--- config.mk ---
export PLATFORM = sky130hd
export DESIGN_NAME = fft_peak_bin
export DESIGN_NICKNAME = d
export VERILOG_FILES = /design/src/rtl/fft_pkg.sv /design/src/rtl/fft_bin_counter.sv /design/src/rtl/fft_peak_bin.sv
export SDC_FILE = /design/constraint.sdc
export NUM_CORES = 1
export LEC_CHECK = 0
export ABC_AREA = 0
export CAP_MARGIN = 20
export CORE_MARGIN = 2
export CORE_UTILIZATION = 54
export DETAILED_ROUTE_END_ITERATION = 8
export PLACE_DENSITY = 0.91
export SKIP_CTS_REPAIR_TIMING = 1
export SLEW_MARGIN = 20
export SYNTH_ARGS = -nofsm -noshare
export SYNTH_HDL_FRONTEND = slang
export SYNTH_SLANG_ARGS = --single-unit
--- constraint.sdc ---
create_clock -name clk -period 4 [get_ports clk]
set_clock_uncertainty 0.2 [all_clocks]
set_input_delay 0.6 -clock clk [delete_from_list [all_inputs] [get_ports clk]]
set_output_delay 0.6 -clock clk [all_outputs]
set_load 0.1 [all_outputs]
--- src/rtl/fft_pkg.sv ---
// ----------------------------------------------------------------------------
// fft_pkg
//  Shared definitions for the FFT post-processing blocks.
//   mag_w(w)      : squared-magnitude width for an FFT component width w (2*w+1)
//   idx_w(n)      : bin-index width for an n-point FFT
//   peak_state_t  : peak-search FSM states (SCAN, LOAD)
// ----------------------------------------------------------------------------
package fft_pkg;

   function automatic int mag_w(input int w);
      return 2 * w + 1;
   endfunction

   function automatic int idx_w(input int n);
      return (n > 1) ? $clog2(n) : 1;
   endfunction

   typedef enum logic [0:0] {
      SCAN = 1'b0,
      LOAD = 1'b1
   } peak_state_t;

endpackage

--- src/rtl/fft_bin_counter.sv ---
// ----------------------------------------------------------------------------
// fft_bin_counter
//  Tracks which FFT bin the current magnitude beat belongs to.
//  Ports:
//   clk, reset      : clock (rising edge), asynchronous active-high reset
//   mag_valid       : a bin is presented this cycle
//   mag_sop         : with mag_valid, this beat is bin 0 (resynchronises)
//   bin             : index of the bin presented this cycle (valid with mag_valid)
//   in_window       : valid beat with BIN_LO <= bin <= BIN_HI
//   last_in_window  : valid beat at bin BIN_HI
// ----------------------------------------------------------------------------
module fft_bin_counter
   import fft_pkg::*;
#(
   parameter int NFFT   = 256,
   parameter int BIN_LO = 1,
   parameter int BIN_HI = 127,
   localparam int IW    = idx_w(NFFT)
) (
   input  logic          clk,
   input  logic          reset,
   input  logic          mag_valid,
   input  logic          mag_sop,
   output logic [IW-1:0] bin,
   output logic          in_window,
   output logic          last_in_window
);

   logic [IW-1:0] bin_cnt_reg;
   logic [IW-1:0] bin_cnt_next;
   logic          lo_ok;
   logic          hi_ok;

   // A start-of-packet beat is bin 0 regardless of where the count stood.
   assign bin = (mag_valid && mag_sop) ? '0 : bin_cnt_reg;

   always_comb begin
      bin_cnt_next = bin_cnt_reg;
      if (mag_valid) begin
         if (bin == IW'(NFFT - 1))
            bin_cnt_next = '0;
         else
            bin_cnt_next = bin + 1'b1;
      end
   end

   always_ff @(posedge clk or posedge reset) begin
      if (reset)
         bin_cnt_reg <= '0;
      else
         bin_cnt_reg <= bin_cnt_next;
   end

   // Window bounds that coincide with the index range need no comparator.
   generate
      if (BIN_LO == 0) begin : g_lo_open
         assign lo_ok = 1'b1;
      end else begin : g_lo_cmp
         assign lo_ok = (bin >= IW'(BIN_LO));
      end
      if (BIN_HI == NFFT - 1) begin : g_hi_open
         assign hi_ok = 1'b1;
      end else begin : g_hi_cmp
         assign hi_ok = (bin <= IW'(BIN_HI));
      end
   endgenerate

   assign in_window      = mag_valid && lo_ok && hi_ok;
   assign last_in_window = mag_valid && (bin == IW'(BIN_HI));

endmodule

--- src/rtl/fft_peak_bin.sv ---
// ----------------------------------------------------------------------------
// fft_peak_bin
//  Finds the largest squared magnitude within bins BIN_LO..BIN_HI of each FFT
//  frame and reports {bin, magnitude} once per frame over valid/ready.
//  Ports:
//   clk, reset   : clock (rising edge), asynchronous active-high reset
//   mag_valid    : mag_sq carries one bin this cycle
//   mag_sop      : with mag_valid, this beat is bin 0
//   mag_sq       : unsigned squared magnitude, MW = 2*W+1 bits
//   peak_thresh  : (PEAK_THRESH_EN only) results with max <= thresh are discarded
//   peak_valid   : result pending
//   peak_ready   : consumer accepts when peak_valid && peak_ready
//   peak_bin     : index of the peak bin
//   peak_mag     : magnitude of the peak bin
//   overrun      : sticky, a frame result was dropped while one was pending
//  Build option: define PEAK_THRESH_EN to add the peak_thresh input.
// ----------------------------------------------------------------------------
module fft_peak_bin
   import fft_pkg::*;
#(
   parameter int W      = 16,
   parameter int NFFT   = 256,
   parameter int BIN_LO = 1,
   parameter int BIN_HI = 127,
   localparam int MW    = mag_w(W),
   localparam int IW    = idx_w(NFFT)
) (
   input  logic          clk,
   input  logic          reset,
   input  logic          mag_valid,
   input  logic          mag_sop,
   input  logic [MW-1:0] mag_sq,
`ifdef PEAK_THRESH_EN
   input  logic [MW-1:0] peak_thresh,
`endif
   output logic          peak_valid,
   input  logic          peak_ready,
   output logic [IW-1:0] peak_bin,
   output logic [MW-1:0] peak_mag,
   output logic          overrun
);

   logic [IW-1:0] bin_idx;
   logic          in_window;
   logic          last_in_window;
   logic          sop_beat;

   peak_state_t   state_reg;
   peak_state_t   state_next;

   logic [MW-1:0] max_reg;
   logic [IW-1:0] idx_reg;
   logic          have_reg;
   logic          have_eff;
   logic          take;
   logic [MW-1:0] cand_mag;
   logic [IW-1:0] cand_idx;
   logic          emit;
   logic          accept;
   logic          out_free;

   logic          peak_valid_reg;
   logic [IW-1:0] peak_bin_reg;
   logic [MW-1:0] peak_mag_reg;
   logic          overrun_reg;

   fft_bin_counter #(
      .NFFT   (NFFT),
      .BIN_LO (BIN_LO),
      .BIN_HI (BIN_HI)
   ) u_bin_counter (
      .clk            (clk),
      .reset          (reset),
      .mag_valid      (mag_valid),
      .mag_sop        (mag_sop),
      .bin            (bin_idx),
      .in_window      (in_window),
      .last_in_window (last_in_window)
   );

   assign sop_beat = mag_valid && mag_sop;

   // The running max only counts as seeded while scanning a frame that has
   // not been restarted: LOAD (cycle after the BIN_HI beat) and an SOP beat
   // both discard it, so the next in-window beat always loads.
   assign have_eff = have_reg && !sop_beat && (state_reg == SCAN);
   assign take     = in_window && (!have_eff || (mag_sq > max_reg));
   assign cand_mag = take ? mag_sq  : max_reg;
   assign cand_idx = take ? bin_idx : idx_reg;

   // The result includes the BIN_HI beat itself and is captured on that
   // beat's edge, so peak_valid rises one cycle after it.
`ifdef PEAK_THRESH_EN
   assign emit = last_in_window && (cand_mag > peak_thresh);
`else
   assign emit = last_in_window;
`endif

   assign accept   = peak_valid_reg && peak_ready;
   assign out_free = !peak_valid_reg || peak_ready;

   assign state_next = last_in_window ? LOAD : SCAN;

   always_ff @(posedge clk or posedge reset) begin
      if (reset)
         state_reg <= SCAN;
      else
         state_reg <= state_next;
   end

   // Running maximum
   always_ff @(posedge clk or posedge reset) begin
      if (reset) begin
         max_reg  <= '0;
         idx_reg  <= IW'(BIN_LO);
         have_reg <= 1'b0;
      end else if (take) begin
         max_reg  <= mag_sq;
         idx_reg  <= bin_idx;
         have_reg <= 1'b1;
      end else if (sop_beat || (state_reg == LOAD)) begin
         max_reg  <= '0;
         idx_reg  <= IW'(BIN_LO);
         have_reg <= 1'b0;
      end
   end

   // Output holding registers
   always_ff @(posedge clk or posedge reset) begin
      if (reset) begin
         peak_valid_reg <= 1'b0;
         peak_bin_reg   <= '0;
         peak_mag_reg   <= '0;
         overrun_reg    <= 1'b0;
      end else begin
         if (emit && out_free) begin
            peak_valid_reg <= 1'b1;
            peak_bin_reg   <= cand_idx;
            peak_mag_reg   <= cand_mag;
         end else begin
            // A result arriving while the previous one is still held is lost.
            if (emit)
               overrun_reg <= 1'b1;
            if (accept) begin
               peak_valid_reg <= 1'b0;
               peak_bin_reg   <= '0;
               peak_mag_reg   <= '0;
            end
         end
      end
   end

   assign peak_valid = peak_valid_reg;
   assign peak_bin   = peak_bin_reg;
   assign peak_mag   = peak_mag_reg;
   assign overrun    = overrun_reg;

endmodule

# Word level (Yosys, flattened, before mapping)
# Index checks and enable logic that the tools add are counted.
classes:
  n_addsub: 1
  magnitude_cmp: 3
  n_eq_ne: 2
  muxes: 17
  bitwise: 2
  n_reduce_logical: 18
op_table:
  columns: ["cell", "n"]
  rows:
  - ["33-bit 2-to-1 mux", 5]
  - ["8-bit 2-to-1 mux", 7]
  - ["33-bit greater-than comparator", 1]
  - ["1-bit logical AND", 9]
  - ["8-bit by 1-bit adder with 8-bit output (second input constant)", 1]
  - ["8-bit by 7-bit equality test with 1-bit output (second input constant)", 1]
  - ["8-bit equality test (second input constant)", 1]
  - ["8-bit by 1-bit >= comparator with 1-bit output (second input constant)", 1]
  - ["8-bit by 7-bit <= comparator with 1-bit output (second input constant)", 1]
  - ["1-bit 2-to-1 mux", 5]
  - ["2-bit nonzero test", 2]
  - ["1-bit zero test", 3]
  - ["1-bit logical OR", 3]
  - ["1-bit inverter", 2]
  - ["2-bit AND reduction", 1]
word_totals:
  register_bits: 94
  elab_cells: 52

# Depth between registers and ports, before layout
# Gate-level depths: netlist of the first run.
depth:
  depth_word: 9
  mapped_depth: 15
  ltp_nobuf: 11

# Hierarchy
# A second synthesis of the first run with hierarchy kept.
hier_totals:
  cells_unflattened: 535
  hier_area_um2: 5260.0
by_module_without_submodules:
  columns: ["mod", "instances", "cells_each", "area_each_um2", "seq_area_each_um2"]
  rows:
  - ["fft_peak_bin", 1, 461, 4640.7, 2153.3]
  - ["fft_bin_counter", 1, 74, 619.3, 200.2]

# Worst setup path before layout of the first run
# OpenSTA, ideal clock, no wires.
synth_timing:
  path_type: "input-to-reg"
  startpoint: "input port mag_sop"
  endpoint: "register peak_mag_reg[11] (netlist: peak_mag[11])"
  arrival_ns: 3.055
  t_required_ns: 3.717
  slack_ns: 0.662
  stages: 15
  cell_sequence: "clkbuf_1 nand2_1 nand2_1 inv_1 ha_1 and3_1 nand3_1 or4_1 inv_1 and2_1 buf_2 buf_4 clkbuf_1 a21oi_1 o21ai_0"
synth_via:
  elab_cells_between_ends: 18
  classes_between: "order compare: 2; eq/ne: 1; mux: 3; reduce/logical: 12"
synth_lines:
  columns: ["element", "line_no", "text"]
  rows:
  - ["from (decl)", "fft_peak_bin.sv:31", "input logic mag_sop,"]
  - ["1-bit logical AND (*)", "fft_bin_counter.sv:35", "assign bin = (mag_valid && mag_sop) ? '0 : bin_cnt_reg;"]
  - ["8-bit 2-to-1 mux (*)", "fft_bin_counter.sv:35", null]
  - ["8-bit by 7-bit equality test with 1-bit output (*)", "fft_bin_counter.sv:69", "assign last_in_window = mag_valid && (bin == IW'(BIN_HI));"]
  - ["1-bit logical AND (*)", "fft_bin_counter.sv:69", null]
  - ["named net emit", "fft_peak_bin.sv:58", "logic emit;"]
  - ["1-bit logical AND (*)", "fft_peak_bin.sv:136", "if (emit && out_free) begin"]
  - ["33-bit 2-to-1 mux / 2-bit nonzero test (equally long branches)", null, null]
  - ["to (signal assigned)", "fft_peak_bin.sv:139", "peak_mag_reg <= cand_mag;"]
  - ["to (decl)", "fft_peak_bin.sv:64", "logic [MW-1:0] peak_mag_reg;"]
# The timed path passes the listed nets; every way through them passes the cells marked *.
# A chain may end at the register's enable or synchronous reset.

# Worst setup path in the final report of the first run
layout_timing:
  startpoint: "input port mag_sq[20]"
  endpoint: "register peak_mag_reg[8] (netlist: peak_mag[8])"
layout_via:
  elab_chain_len: 5
layout_lines:
  columns: ["element", "line_no", "text"]
  rows:
  - ["from (decl)", "fft_peak_bin.sv:32", "input logic [MW-1:0] mag_sq,"]
  - ["33-bit greater-than comparator", "fft_peak_bin.sv:87", "assign take = in_window && (!have_eff || (mag_sq > max_reg));"]
  - ["1-bit logical OR", "fft_peak_bin.sv:87", null]
  - ["1-bit logical AND", "fft_peak_bin.sv:87", null]
  - ["33-bit 2-to-1 mux", "fft_peak_bin.sv:88", "assign cand_mag = take ? mag_sq : max_reg;"]
  - ["33-bit 2-to-1 mux", "fft_peak_bin.sv:136", null]
# Every way passes these cells.

==> results of run 1 <==
[critical path, stage by stage]
cell and delay, ns:
clkdlybuf4s50_1 0.48, ha_1 0.36, nand4_1 0.12, or4_1 0.59
or4_4 0.46, o221ai_2 0.28, o21ba_2 0.24, buf_6 0.26
buf_12 0.27, a21oi_1 0.07, o21ai_0 0.16
[stage by stage]
step	utilization	worst slack, ns	hold slack, ns	total power [W]	instance area (um2)
floorplan	-	0.6623	0.2684	0.001683	4878
global placement	0.6795	-0.3233	0.2602	0.001863	5926
detailed placement	0.6826	-0.2633	0.2652	0.001945	5953
CTS	0.7034	0.08909	0.2855	0.002537	6135
global route	0.7059	0.003140	0.3092	0.002711	6156
finish	0.7059	0.1653	0.2794	0.002557	6156
[layout make-up]
type	instances	area [um2]
clock buffer	10	137.6
clock inverter	6	43.79
tap	108	135.1
multi-input combinational	352	2247
timing repair buffer	110	1087
fill	628	2565
sequential	94	2354
inverter	40	151.4
[power breakdown]
| part | internal [W] | leakage (nW) | switching [W] |
|---|---|---|---|
| registers | 0.00107 | 1.08 | 0.000104 |
| clock network | 0.000247 | 0.0930 | 0.000348 |
| logic | 0.000355 | 1.70 | 0.000437 |
| total | 0.00167 | 2.88 | 0.000888 |
[cell usage in the layout, fill, tap and decap left out, drive strengths merged, types with 2 or more instances in the layout]
cell type / instances
dfrtp: 93
a21oi: 92
clkdlybuf4s50: 80
nand2: 70
o21ai: 52
inv: 41
a22o: 36
ha: 36
buf: 30
clkbuf: 10
nand4: 8
nor2: 8
nand2b: 6
nand3b: 6
clkinv: 4
and3: 3
nand3: 3
a21o: 3
or4: 3
nor3: 3
o21bai: 3
and4: 2
a211oi: 2
a32o: 2
and2: 2
[worst paths after layout]
| kind | from | to | cells after the start |
|---|---|---|---|
| setup / recovery | mag_sq[20] | peak_mag[8]$_DFFE_PP0P_ | 11 |
| hold / removal | peak_bin[5]$_DFFE_PP0P_ | peak_bin[5]$_DFFE_PP0P_ | 2 |
| setup reg to reg | max_reg[24]$_DFFE_PP0P_ | peak_mag[8]$_DFFE_PP0P_ | 11 |
| hold reg to reg | peak_bin[5]$_DFFE_PP0P_ | peak_bin[5]$_DFFE_PP0P_ | 2 |
| max in group asynchronous | reset | max_reg[9]$_DFFE_PP0P_ | 3 |
| min in group asynchronous | reset | peak_mag[23]$_DFFE_PP0P_ | 2 |
[logic make-up (layout without fill, tap and decap cells)]
kind of cell               Yosys count  count (layout)
buffers and inverters               72             166
adders and majority gates           36              36
DFF                                 94              94
and+or+nand+nor                    115             115
xor gates and xnor gates             1               1
AOI/OAI and AO/OA                  199             200
[routing by layer]
metal,share of wire,vias up,wire (um)
met1,0.39,2155,5013
met2,0.52,220,6572
met5,0,-,0
met4,0.013,0,162
li1,-,2019,-
met3,0.078,21,988
==> results.json, run 1 <==
{
  "outcome": "finished, final reports clean",
  "ff2ff_setup_slack_ns": 0.45,
  "gp_congestion": 0.9473,
  "synth_top_area_share": 0.4770,
  "crit_type": "in2reg",
  "drive_gt1_frac": 0.09314,
  "placementRows": 34,
  "async_reset_ff_frac": 1.000,
  "slew_headroom": 0.2776,
  "min_path_type": "reg2reg",
  "nNetsFinal": 681,
  "syn-num-nets": 591,
  "cts.sinks": 94,
  "worst_slew_pin_slew_ns": 1.083,
  "tns_ns": 0,
  "worstSkewPairLatency_ns": 0.36,
  "hpwl_mm": 8.675,
  "met3_usage": 0.05461,
  "area_growth_syn_to_layout_pct": 26.19,
  "syn-instance-count": 517,
  "synth.area.top_cells": "dfrtp_1, a21oi_1, ha_1",
  "vias": 4415,
  "synthSimpleGateAreaFrac": 0.1123,
  "globalRouteOverflowTotal": 0,
  "dieArea_um2": 9811,
  "globalRouteTotalUtil": 0.2642,
  "synth_top_family_by_area": "compound AO/OA/AOI/OAI gates",
  "dp.cells": 703,
  "ir_drop_mv": 0.2730,
  "grt_first_pass_wirelength_mm": 20.90,
  "finalHoldViolations": 0,
  "powerDensity_nw_per_um2": 415.4,
  "cp.arrival_ns": 3.92,
  "post_drt_via_cell_ratio": 6.132,
  "clk_path_buf_depth": 2,
  "synth_area_per_cell_um2": 9.436,
  "max_freq_mhz": 260.8,
  "rsz0062_at_grt": "false",
  "cp_max_fo": 54,
  "ant_nets": 0,
  "ys_types": 42,
  "synthMuxAreaShare": 0,
  "netlist.top_cell.by_area": "dfrtp_1",
  "synth_xor_area_frac": 0.001795,
  "synth_area_um2": 4878,
  "synth_most_common_cell": "dfrtp_1",
  "route.detailed.drc": 0,
  "cp-start-kind": "input pin",
  "top_usage_layer": "met2",
  "synth-compound-area-share": 0.2457,
  "p_leak_nw": 2.880,
  "synthAdderAreaFrac": 0.09233,
  "fin_crit_sh": 0.9587,
  "ios": 81,
  "die_w_um": 99.05,
  "first_pass_iters": 5,
  "cts_buffers": 9,
  "dieHeight_um": 99.05,
  "ys_warn_count": 0,
  "drv_cap": 0,
  "path_clk_slew_ns": 0.09,
  "synth_edf_count": 0,
  "stdcell_count": 720,
  "synth_commonest_cells": "dfrtp_1, a21oi_1, nand2_1",
  "end_kind": "flip-flop",
  "met2_usage": 0.4569,
  "port_buffers": 80,
  "yosysSeqAreaShare": 0.4824,
  "worst_ep_required_time_ns": 4.08,
  "final.min_clock_period_ns": 3.835,
  "totalWireLength_mm": 12.74,
  "ctsRootBufferMaster": "clkbuf_8",
  "finalMaxSlewViolations": 0,
  "synth_flop_cell": "dfrtp_1",
  "grt_max_degree": 55,
  "diodes": 0,
  "gr-usage-met1": 0.3360,
  "initial_core_util": 0.5594,
  "antenna_found_initial": 0,
  "core_region_area_um2": 8721,
  "setup_violations": 0,
  "ys_seq_elements": 94,
  "wl_per_cell_um": 17.69,
  "grt_pass1_vias": 4316,
  "htree_levels": 3,
  "tritoncts": "yes",
  "drtIter0Drc": 387
}
Note: power is estimated with default switching activity, not from simulation.
==> inputs of run 2 (changes only) <==
Settings changed: GPL_TIMING_DRIVEN from default to 0.
==> results.json, run 2 (synthesis results as in run 1) <==
{
  "finalMaxSlewViolations": 0,
  "post-route-util": 0.6923,
  "hold_start": "peak_bin[4]$_DFFE_PP0P_",
  "ant_nets": 0,
  "finalHoldViolations": 0,
  "crit_buf_inv": 2,
  "worstSkewPairLatency_ns": 0.37,
  "tritoncts": "yes",
  "seqCellArea_um2": 2354,
  "switching_share": 0.3421,
  "htree_levels": 3,
  "drv_cap": 0,
  "route.detailed.drc": 0,
  "setup_violations": 0,
  "powerDensity_nw_per_um2": 424.9,
  "drtIter0Drc": 317,
  "cts_buffers": 9,
  "p_leak_nw": 2.843,
  "cp-startpoint": "mag_sq[27]",
  "clk_path_buf_depth": 2,
  "rsz0062_at_grt": "false",
  "gr-usage-met1": 0.3488,
  "cpPeakStageDelay_ns": 0.54,
  "fin_crit_sh": 0.9421,
  "placed_cell_area_um2": 5834,
  "crit_family": "simple AND/OR/NAND/NOR gates",
  "worst_slew_pin_slew_ns": 1.003,
  "cp_cell_sequence": "clkdlybuf4s50_1 > ha_1 > nand4_1 > or4_1 > or4_4 > o21ai_2 > o21bai_1 > clkbuf_1 > a21oi_1 > o21ai_0",
  "cp_max_fo": 10,
  "port_buffers": 79,
  "fillCellCount": 615,
  "first_pass_iters": 5,
  "dieHeight_um": 99.05,
  "placementRows": 34,
  "initial_core_util": 0.5594,
  "tns_ns": 0,
  "power_w": 0.002565,
  "crit_type": "in2reg",
  "totalWireLength_mm": 12.75,
  "p_int_w": 0.001687,
  "grt_pass1_vias": 4610,
  "core_region_area_um2": 8721,
  "grt_max_degree": 55,
  "globalRouteOverflowTotal": 0,
  "slew_headroom": 0.3294,
  "power_switching_w": 0.0008776,
  "hpwl_mm": 9.077,
  "regToRegStartpoint": "max_reg[24]$_DFFE_PP0P_",
  "min_path_type": "reg2reg",
  "end_kind": "flip-flop",
  "outcome": "finished, final reports clean",
  "drive_gt1_frac": 0.07178,
  "ir_drop_mv": 0.2266,
  "nNetsFinal": 682,
  "grt_first_pass_wirelength_mm": 21.58,
  "mostFrequentLayoutCell": "dfrtp_1",
  "clockPowerShare": 0.248,
  "cp-start-kind": "input pin",
  "wl_per_cell_um": 17.68,
  "diodes": 0,
  "final_cell_area_um2": 6037,
  "ios": 81,
  "cp.arrival_ns": 3.84,
  "met3_usage": 0.04752,
  "ctsRootBufferMaster": "clkbuf_8",
  "top_usage_layer": "met2",
  "p_comb_frac": 0.296,
  "final_cell_mix": "dfrtp_1, a21oi_1, clkdlybuf4s50_1",
  "die_w_um": 99.05,
  "antenna_found_initial": 0,
  "path_clk_slew_ns": 0.09,
  "final.min_clock_period_ns": 3.769,
  "dieArea_um2": 9811,
  "slowest_stage": "or4_1",
  "area_growth_syn_to_layout_pct": 23.75,
  "worst_ep_required_time_ns": 4.07,
  "vias": 4426,
  "post_drt_via_cell_ratio": 6.139,
  "globalRouteTotalUtil": 0.2732,
  "gp_congestion": 0.9141,
  "seqPwrFrac": 0.456,
  "max_freq_mhz": 265.4,
  "met2_usage": 0.4605,
  "cts.sinks": 94,
  "hold_slack_ns": 0.2730,
  "multi_input_comb_area_um2": 2212
}
[run 2: changes by cell type in the layout (fill, tap and decap cells not counted), sizes merged]
cell           change
buf               -13
clkinv             -1
clkbuf            +16
bufinv             +1
o21bai             -1
clkdlybuf4s50      -1
[run 2: per-stage QoR]
stage,setup WS (ns),cells
floorplan,0.6623,517
finish,0.2314,721
CTS,0.07328,721
global route,0.05062,721
global placement,-0.5548,704
detailed placement,-0.2973,705
[run 2: power groups by stage]
stage               clock network [W]  logic [W]  registers, W
floorplan                           0   0.000530       0.00115
global placement                    0   0.000683       0.00117
detailed placement                  0   0.000736       0.00118
CTS                          0.000634   0.000754       0.00116
global route                 0.000683   0.000847       0.00118
finish                       0.000636   0.000760       0.00117
[run 2: area by class of cell]
cell class              instances  area share
flip-flops and latches         94      0.3898
well taps                     108     0.02238
multi-input cells             351      0.3664
clock buffers                  10     0.02114
plain buffers                  32     0.02922
clock inverters                 6     0.01016
inverters                      40     0.02528
repair buffers                 80      0.1355
[run 2: path summary, 6_finish.rpt]
check	to	slack (ns)	depth (start not counted)
hold reg to reg	peak_bin[4]$_DFFE_PP0P_	0.27	2
setup reg to reg	peak_bin[1]$_DFFE_PP0P_	0.51	10
setup / recovery	peak_bin[1]$_DFFE_PP0P_	0.23	10
min in group asynchronous	peak_mag[24]$_DFFE_PP0P_	0.42	2
hold / removal	peak_bin[4]$_DFFE_PP0P_	0.27	2
max in group asynchronous	idx_reg[3]$_DFFE_PP0P_	2.51	3
[run 2: worst reg2reg max path: cells and delay by family (launching register included)]
kind                     cells  cell delay (ns)
AO/OA/AOI/OAI                4             0.78
adder cells (fa/ha/maj)      1             0.31
buffers and inverters        2             0.53
flip-flops                   1             0.39
AND/OR/NAND/NOR              3             1.19
[run 2: metal layers]
layer  part of all wire  up-vias
met5                  0        -
met4              0.029        0
met3              0.072       42
met2               0.50      211
met1               0.39     2150
li1                   -     2023
